===== config.mk =====
export PLATFORM = sky130hd
export DESIGN_NAME = mem_bridge_8b_flat
export DESIGN_NICKNAME = d
export VERILOG_FILES = /design/src/rtl/mem_bridge_8b_pkg.sv /design/src/rtl/mem_bridge_8b_if.sv /design/src/rtl/mem_bridge_8b_ws_counter.sv /design/src/rtl/mem_bridge_8b.sv /design/src/flat_wrapper.sv
export SDC_FILE = /design/constraint.sdc
export NUM_CORES = 1
export LEC_CHECK = 0
export ABC_AREA = 1
export BUFFER_PORTS_ARGS = -buffer_cell sky130_fd_sc_hd__buf_2
export CAP_MARGIN = 5
export CORE_ASPECT_RATIO = 1.75
export CORE_MARGIN = 10
export CORE_UTILIZATION = 44
export DETAILED_ROUTE_END_ITERATION = 16
export PLACE_DENSITY = 0.8
export SETUP_SLACK_MARGIN = 0.4
export SLEW_MARGIN = 20
export SYNTH_ARGS = -nofsm -noshare
export SYNTH_HDL_FRONTEND = slang
export SYNTH_SLANG_ARGS = --single-unit

===== constraint.sdc =====
create_clock -name clk -period 1.4 [get_ports clk]
set_input_delay 0.07 -clock clk [delete_from_list [all_inputs] [get_ports clk]]
set_output_delay 0.07 -clock clk [all_outputs]
set_load 0.1 [all_outputs]

===== src/rtl/mem_bridge_8b_pkg.sv =====
// rtl/mem_bridge_8b_pkg.sv - shared types and constants for the 16-to-8 bit memory bridge
package mem_bridge_8b_pkg;

  typedef enum logic [1:0] {
    ST_IDLE   = 2'd0,
    ST_SETUP  = 2'd1,
    ST_STROBE = 2'd2,
    ST_DONE   = 2'd3
  } state_e;

  localparam logic LANE_LO   = 1'b0;
  localparam logic LANE_HI   = 1'b1;
  localparam logic CMD_READ  = 1'b0;
  localparam logic CMD_WRITE = 1'b1;

  function automatic logic [7:0] lane_byte(input logic [15:0] word, input logic lane);
    return (lane == LANE_HI) ? word[15:8] : word[7:0];
  endfunction

endpackage


===== src/rtl/mem_bridge_8b_if.sv =====
// rtl/mem_bridge_8b_if.sv - core-side 16-bit load/store request bus
interface mem_bridge_8b_if;
  logic        mem_assert;
  logic [15:0] mem_addr;
  logic [15:0] mem_data;
  logic        mem_cmd;
  logic        be0;
  logic        be1;
  logic        mem_rdy;
  logic [15:0] rd_data;

  modport master (
    output mem_assert, mem_addr, mem_data, mem_cmd, be0, be1,
    input  mem_rdy, rd_data
  );

  modport slave (
    input  mem_assert, mem_addr, mem_data, mem_cmd, be0, be1,
    output mem_rdy, rd_data
  );
endinterface


===== src/rtl/mem_bridge_8b_ws_counter.sv =====
// rtl/mem_bridge_8b_ws_counter.sv - 4-bit loadable wait-state down-counter
module ws_counter (
  input  logic       clk,
  input  logic       rst,
  input  logic       load,
  input  logic       en,
  input  logic [3:0] load_val,
  output logic [3:0] count,
  output logic       zero
);

  logic [3:0] count_q;
  logic [3:0] count_d;

  always_comb begin
    count_d = count_q;
    if (load) begin
      count_d = load_val;
    end else if (en && (count_q != 4'd0)) begin
      count_d = count_q - 4'd1;
    end
  end

  always_ff @(posedge clk) begin
    if (rst) begin
      count_q <= 4'd0;
    end else begin
      count_q <= count_d;
    end
  end

  assign count = count_q;
  assign zero  = (count_q == 4'd0);

endmodule


===== src/rtl/mem_bridge_8b.sv =====
// rtl/mem_bridge_8b.sv - splits byte-enabled 16-bit requests into 8-bit async SRAM/ROM accesses
module mem_bridge_8b
  import mem_bridge_8b_pkg::*;
#(
  parameter int unsigned WAIT_STATES = 1
) (
  input  logic            clk,
  input  logic            rst,
  mem_bridge_8b_if.slave  bus,
  output logic [15:0]     ext_addr,
  output logic [7:0]      ext_wdata,
  input  logic [7:0]      ext_rdata,
  output logic            ext_ce,
  output logic            ext_oe,
  output logic            ext_we
);

  localparam logic [3:0] WS_LOAD = 4'(WAIT_STATES);

  state_e      state_q, state_d;
  logic        lane_q, lane_d;
  logic [14:0] word_addr_q, word_addr_d;
  logic [15:0] data_q, data_d;
  logic        cmd_q, cmd_d;
  logic        be1_q, be1_d;
  logic [15:0] rd_data_q, rd_data_d;

  logic       cnt_load;
  logic       cnt_en;
  logic       cnt_zero;
  logic [3:0] cnt_value;

  ws_counter u_ws_counter (
    .clk      (clk),
    .rst      (rst),
    .load     (cnt_load),
    .en       (cnt_en),
    .load_val (WS_LOAD),
    .count    (cnt_value),
    .zero     (cnt_zero)
  );

  always_comb begin
    state_d     = state_q;
    lane_d      = lane_q;
    word_addr_d = word_addr_q;
    data_d      = data_q;
    cmd_d       = cmd_q;
    be1_d       = be1_q;
    rd_data_d   = rd_data_q;
    cnt_load    = 1'b0;
    cnt_en      = 1'b0;

    case (state_q)
      ST_IDLE: begin
        if (bus.mem_assert) begin
          word_addr_d = bus.mem_addr[15:1];
          data_d      = bus.mem_data;
          cmd_d       = bus.mem_cmd;
          be1_d       = bus.be1;
          // Only lanes about to be read are cleared; the others keep their old bytes.
          if (bus.mem_cmd == CMD_READ) begin
            if (bus.be0) rd_data_d[7:0]  = 8'h00;
            if (bus.be1) rd_data_d[15:8] = 8'h00;
          end
          if (bus.be0) begin
            state_d = ST_SETUP;
            lane_d  = LANE_LO;
          end else if (bus.be1) begin
            state_d = ST_SETUP;
            lane_d  = LANE_HI;
          end else begin
            state_d = ST_DONE;
          end
        end
      end
      ST_SETUP: begin
        cnt_load = 1'b1;
        state_d  = ST_STROBE;
      end
      ST_STROBE: begin
        cnt_en = 1'b1;
        if (cnt_zero) begin
          if (cmd_q == CMD_READ) begin
            if (lane_q == LANE_HI) rd_data_d[15:8] = ext_rdata;
            else                   rd_data_d[7:0]  = ext_rdata;
          end
          if ((lane_q == LANE_LO) && be1_q) begin
            state_d = ST_SETUP;
            lane_d  = LANE_HI;
          end else begin
            state_d = ST_DONE;
          end
        end
      end
      ST_DONE: begin
        state_d = ST_IDLE;
      end
      default: begin
        state_d = ST_IDLE;
      end
    endcase
  end

  always_ff @(posedge clk) begin
    if (rst) begin
      state_q     <= ST_IDLE;
      lane_q      <= LANE_LO;
      word_addr_q <= 15'd0;
      data_q      <= 16'd0;
      cmd_q       <= CMD_READ;
      be1_q       <= 1'b0;
      rd_data_q   <= 16'd0;
    end else begin
      state_q     <= state_d;
      lane_q      <= lane_d;
      word_addr_q <= word_addr_d;
      data_q      <= data_d;
      cmd_q       <= cmd_d;
      be1_q       <= be1_d;
      rd_data_q   <= rd_data_d;
    end
  end

  // Strobes decode straight from the state register, so a reset clears them on the next cycle.
  assign ext_ce    = (state_q == ST_SETUP) || (state_q == ST_STROBE);
  assign ext_we    = (state_q == ST_STROBE) && (cmd_q == CMD_WRITE);
  assign ext_oe    = (state_q == ST_STROBE) && (cmd_q == CMD_READ);
  assign ext_addr  = {word_addr_q, lane_q};
  assign ext_wdata = lane_byte(data_q, lane_q);

  assign bus.mem_rdy = (state_q == ST_DONE);
  assign bus.rd_data = rd_data_q;

endmodule

===== src/flat_wrapper.sv =====
// flat-port wrapper written by rule: the top's interface ports become plain ports
module mem_bridge_8b_flat import mem_bridge_8b_pkg::*;
#(
  parameter int unsigned WAIT_STATES = 1
)
  (clk, rst, ext_addr, ext_wdata, ext_rdata, ext_ce, ext_oe, ext_we, bus_mem_assert, bus_mem_addr, bus_mem_data, bus_mem_cmd, bus_be0, bus_be1, bus_mem_rdy, bus_rd_data);
  mem_bridge_8b_if bus_i ();
  input  logic clk;
  input  logic rst;
  output logic [15:0] ext_addr;
  output logic [7:0] ext_wdata;
  input  logic [7:0] ext_rdata;
  output logic ext_ce;
  output logic ext_oe;
  output logic ext_we;
  input wire logic [$bits(bus_i.mem_assert)-1:0] bus_mem_assert;
  input wire logic [$bits(bus_i.mem_addr)-1:0] bus_mem_addr;
  input wire logic [$bits(bus_i.mem_data)-1:0] bus_mem_data;
  input wire logic [$bits(bus_i.mem_cmd)-1:0] bus_mem_cmd;
  input wire logic [$bits(bus_i.be0)-1:0] bus_be0;
  input wire logic [$bits(bus_i.be1)-1:0] bus_be1;
  output wire logic [$bits(bus_i.mem_rdy)-1:0] bus_mem_rdy;
  output wire logic [$bits(bus_i.rd_data)-1:0] bus_rd_data;
  assign bus_i.mem_assert = bus_mem_assert;
  assign bus_i.mem_addr = bus_mem_addr;
  assign bus_i.mem_data = bus_mem_data;
  assign bus_i.mem_cmd = bus_mem_cmd;
  assign bus_i.be0 = bus_be0;
  assign bus_i.be1 = bus_be1;
  assign bus_mem_rdy = bus_i.mem_rdy;
  assign bus_rd_data = bus_i.rd_data;
  mem_bridge_8b #(.WAIT_STATES(WAIT_STATES)) u_core (.clk(clk), .rst(rst), .bus(bus_i), .ext_addr(ext_addr), .ext_wdata(ext_wdata), .ext_rdata(ext_rdata), .ext_ce(ext_ce), .ext_oe(ext_oe), .ext_we(ext_we));
endmodule

==> report_table.html <==
<table>
<tr><th>Metric</th><th>Value</th></tr>
<tr><th colspan="2">Status</th></tr>
<tr><td>Outcome</td><td>finished, violations left</td></tr>
<tr><td>Failing checks</td><td>setup timing</td></tr>
<tr><th colspan="2">Yosys</th></tr>
<tr><td>Post-synth cell types</td><td>22</td></tr>
<tr><td>Count of mapped cells out of synthesis</td><td>364</td></tr>
<tr><td>Synthesized netlist net count</td><td>417</td></tr>
<tr><td>Post-synthesis instance area</td><td>2519 sq um</td></tr>
<tr><td>Register area share after synthesis</td><td>44.51%</td></tr>
<tr><td>Main area contributors after synthesis</td><td>dfxtp_1 45%, nor2_1 15%, nand2_1 12%</td></tr>
<tr><td>Top-area cell type share of the netlist area</td><td>44.51%</td></tr>
<tr><td>Mean post-synth cell area</td><td>6.919 sq um</td></tr>
<tr><td>Synthesis-stage register bit count</td><td>56</td></tr>
<tr><td>Synthesis warning total</td><td>0</td></tr>
<tr><td>Yosys top cell by area</td><td>dfxtp_1</td></tr>
<tr><th colspan="2">Placed design</th></tr>
<tr><td>Port Buffers</td><td>88</td></tr>
<tr><td>Final GP Congestion</td><td>0.8234</td></tr>
<tr><td>DP Wirelength</td><td>5131 um</td></tr>
<tr><th colspan="2">Route</th></tr>
<tr><td>Total DRC errors in the routed layout</td><td>0</td></tr>
<tr><td>Number of vias per cell after detailed routing</td><td>5.673</td></tr>
<tr><td>Number of nets still failing antenna checks after routing</td><td>0</td></tr>
<tr><td>Total number of vias</td><td>3,228</td></tr>
<tr><td>Routed wirelength normalized by instance count</td><td>22.19 um</td></tr>
<tr><td>Starting DRT DRC Count</td><td>384</td></tr>
<tr><td>Detailed Routing Iterations Pass 1</td><td>5</td></tr>
<tr><td>WL final</td><td>12,630 um</td></tr>
<tr><th colspan="2">CTS</th></tr>
<tr><td>Clock buffer depth</td><td>2</td></tr>
<tr><td># clock sinks</td><td>56</td></tr>
<tr><td>CTS tree</td><td>built</td></tr>
<tr><td>Root buffer cell</td><td>clkbuf_8</td></tr>
<tr><td>Register clock-pin slew on the reported worst setup and hold paths</td><td>100 ps</td></tr>
<tr><td>TritonCTS buffer count</td><td>5</td></tr>
<tr><td>Worst-skew pair later-pin latency</td><td>320 ps</td></tr>
<tr><td>Number of H-tree levels</td><td>2</td></tr>
<tr><th colspan="2">Timing</th></tr>
<tr><td>Unrepaired setup endpoints after global routing</td><td>yes</td></tr>
<tr><td>FMAX</td><td>601.6 MHz</td></tr>
<tr><td>Worst Skew</td><td>4.829 ps</td></tr>
<tr><td>Minimum hold slack</td><td>7.620 ps</td></tr>
<tr><td>Final setup violating endpoints</td><td>37</td></tr>
<tr><td>Sum of negative setup slack</td><td>-3626 ps</td></tr>
<tr><td>Transition time at the pin with the least slew margin</td><td>334.0 ps</td></tr>
<tr><td>Final Hold Fails</td><td>0</td></tr>
<tr><td>Pins over their slew limit</td><td>0</td></tr>
<tr><td>Relative slew slack</td><td>77.71%</td></tr>
<tr><td>Fin crit period</td><td>1662 ps</td></tr>
<tr><td>Crit share post-route</td><td>118.7%</td></tr>
<tr><td>Final worst-path setup slack</td><td>-262.3 ps</td></tr>
<tr><th colspan="2">Min path</th></tr>
<tr><td>Worst hold path cell count</td><td>3</td></tr>
<tr><td>Type of the most critical hold path</td><td>in2reg</td></tr>
<tr><td>Worst Hold Path EP</td><td>u_core.word_addr_q[6]$_SDFFE_PP0P_</td></tr>
<tr><td>Worst hold start</td><td>bus_mem_addr[7]</td></tr>
<tr><th colspan="2">Final layout</th></tr>
<tr><td>Area growth from synthesis to layout</td><td>100.2%</td></tr>
<tr><td>Share of final-layout standard cells stronger than drive strength 1</td><td>54.47%</td></tr>
<tr><td>Sequential Area</td><td>1154 sq um</td></tr>
<tr><td>Final nets</td><td>544</td></tr>
<tr><td>Filler Cells Inserted</td><td>207</td></tr>
<tr><td>Area of the multi-input gates</td><td>1846 sq um</td></tr>
<tr><th colspan="2">Floorplan</th></tr>
<tr><td>Die Span Y</td><td>120.1 um</td></tr>
<tr><td>Number of ports placed on the die boundary</td><td>90</td></tr>
<tr><td>Die Area</td><td>9269 sq um</td></tr>
<tr><td>Die Wd</td><td>77.19 um</td></tr>
<tr><td>Placeable Area</td><td>5585 sq um</td></tr>
<tr><td>Initial standard-cell utilization of the core</td><td>45.09%</td></tr>
<tr><td>Floorplan row count</td><td>36</td></tr>
<tr><th colspan="2">Critical path</th></tr>
<tr><td>Reg-to-reg critical path startpoint</td><td>u_core.state_q[0]$_SDFFE_PP0P_</td></tr>
<tr><td>Delay of the slowest cell on the worst path</td><td>370 ps</td></tr>
<tr><td>Data arrival time at the worst-slack endpoint</td><td>1880 ps</td></tr>
<tr><td>CP Buf/Inv Count</td><td>4</td></tr>
<tr><td>Master of the slowest instance on the critical path</td><td>dfxtp_2</td></tr>
<tr><td>Crit path depth</td><td>9</td></tr>
<tr><td>Number of cells on the worst reg-to-reg path</td><td>9</td></tr>
<tr><td>Startpoint type of the worst setup path</td><td>flop</td></tr>
<tr><td>Cell-by-cell listing of the critical path</td><td>inv_4 &gt; ha_4 &gt; buf_4 &gt; nor2_4 &gt; a21oi_4 &gt; buf_6 &gt; clkbuf_16 &gt; a21oi_1 &gt; nor2_1</td></tr>
<tr><td>Kind of critical path</td><td>reg2reg</td></tr>
<tr><td>Family with the most delay on the worst path</td><td>buffers and inverters</td></tr>
<tr><td>Worst Setup End Kind</td><td>flop</td></tr>
<tr><td>Biggest fanout along the worst timing path</td><td>8</td></tr>
<tr><td>Required time reported for the critical path endpoint</td><td>1610 ps</td></tr>
<tr><td>Register-to-Register Setup Slack</td><td>-260 ps</td></tr>
<tr><td>Reg2reg end</td><td>u_core.bus.rd_data[3]$_SDFFE_PP0P_</td></tr>
<tr><th colspan="2">Global route</th></tr>
<tr><td>Number of global-route vias before repair</td><td>3,327</td></tr>
<tr><td>Number of antenna violations at the first check in global routing</td><td>1</td></tr>
<tr><td>All-layer global routing usage</td><td>21.45%</td></tr>
<tr><td>Gr ovfl total</td><td>0</td></tr>
<tr><td>Maximum number of pins on one net before global-route repair</td><td>53</td></tr>
<tr><td>First-pass GRT wire length</td><td>16,220 um</td></tr>
<tr><th colspan="2">Run</th></tr>
<tr><td>MaxCap Viol Count</td><td>0</td></tr>
</table>
sequential cells by signal, summed over array words and instances (netlist names):
signal                     count
u_core.data_q                 16
u_core.word_addr_q            15
u_core.be1_q                   1
u_core.lane_q                  1
u_core.cmd_q                   1
u_core.bus.rd_data            16
u_core.state_q                 2
u_core.u_ws_counter.count      4
worst max-delay path by stage:
stage                                               to                            from  slack, ps
floorplan           u_core.bus.rd_data[1]$_SDFFE_PP0P_  u_core.state_q[0]$_SDFFE_PP0P_          6
global placement    u_core.bus.rd_data[1]$_SDFFE_PP0P_  u_core.state_q[0]$_SDFFE_PP0P_          5
detailed placement  u_core.bus.rd_data[7]$_SDFFE_PP0P_  u_core.state_q[0]$_SDFFE_PP0P_        -40
CTS                                             ext_oe  u_core.state_q[0]$_SDFFE_PP0P_        -50
global route        u_core.bus.rd_data[3]$_SDFFE_PP0P_  u_core.state_q[0]$_SDFFE_PP0P_       -280
finish              u_core.bus.rd_data[3]$_SDFFE_PP0P_  u_core.state_q[0]$_SDFFE_PP0P_       -260
cell usage after synthesis:
| library cell | number |
|---|---|
| dfxtp_1 | 56 |
| buf_6 | 3 |
| clkbuf_1 | 6 |
| nand2_4 | 2 |
| nand2_2 | 2 |
| clkinv_1 | 1 |
| nor2_4 | 2 |
| a21boi_0 | 1 |
| a21oi_1 | 11 |
| ha_1 | 7 |
| nand3_1 | 13 |
| nand3_2 | 1 |
| a21oi_4 | 1 |
| nor2_2 | 1 |
| nor2_1 | 103 |
| xnor2_1 | 1 |
| buf_2 | 5 |
| o21ai_0 | 39 |
| nand2_1 | 79 |
| inv_1 | 27 |
| buf_4 | 2 |
| inv_2 | 1 |
through the flow:
| step | utilization (%) | instances | setup slack, ps | instance area (sq um) |
|---|---|---|---|---|
| floorplan | - | 364 | 5.564 | 2623 |
| global placement | 60.39 | 521 | 4.937 | 3373 |
| detailed placement | 60.39 | 521 | -42.51 | 3373 |
| CTS | 82.95 | 561 | -49.86 | 4633 |
| global route | 90.23 | 568 | -277.6 | 5040 |
| finish | 90.28 | 569 | -262.3 | 5042 |
per-layer routing:
metal | wire, um | GRT usage [%] | part of all wire [%]
met5 | 0 | 0 | 0
met1 | 4028 | 18.97 | 32
met2 | 6859 | 41.75 | 54
met3 | 1107 | 7.324 | 8.8
met4 | 631 | 9.633 | 5.0
kinds of logic (layout without fill, tap and decap cells):
logic type | count (synthesis) | count (layout) | share of synthesized area [%]
AND/OR/NAND/NOR | 203 | 203 | 32.64
other | 0 | 1 | 0
AO/OA/AOI/OAI | 52 | 52 | 10.88
XOR/XNOR | 1 | 1 | 0.3478
adder cells (fa/ha/maj) | 7 | 7 | 3.477
buffers and inverters | 45 | 173 | 8.146
flip-flops | 56 | 56 | 44.51
cell type report:
| class | count | area share, % |
|---|---|---|
| clock inverter | 1 | 0.1241 |
| multi-input combinational | 263 | 36.60 |
| sequential | 56 | 22.88 |
| antenna | 1 | 0.04963 |
| clock buffer | 7 | 1.712 |
| timing repair inverter | 1 | 0.3226 |
| tap | 76 | 1.886 |
| timing repair buffer | 135 | 33.40 |
| inverter | 29 | 3.027 |
worst min-delay path, stage by stage:
cell and delay, ps:
buf_2 80, o21ai_0 70, nor2_1 80
cells in the final DEF, fill, tap and decap left out, drive strengths merged, types with 3 or more instances in the layout:
cell	Yosys	final
inv	28	27
clkbuf	6	8
dlygate4sd3	0	12
clkinv	1	3
nor2	106	106
dfxtp	56	56
nand2	83	83
ha	7	7
nand3	14	14
buf	10	122
a21oi	12	12
o21ai	39	39
what timing repair did:
action,in CTS,in global routing
endpoints found under the hold margin,12,0
pin swaps,41,23
endpoints found under the setup margin,100,92
setup buffers,15,6
cloned,5,1
hold buffers,12,0
gates resized for setup,248,85
Power is left out: the tool's default activity adds up to more than one toggle a clock period on the data nets, which glitch-free logic cannot reach.
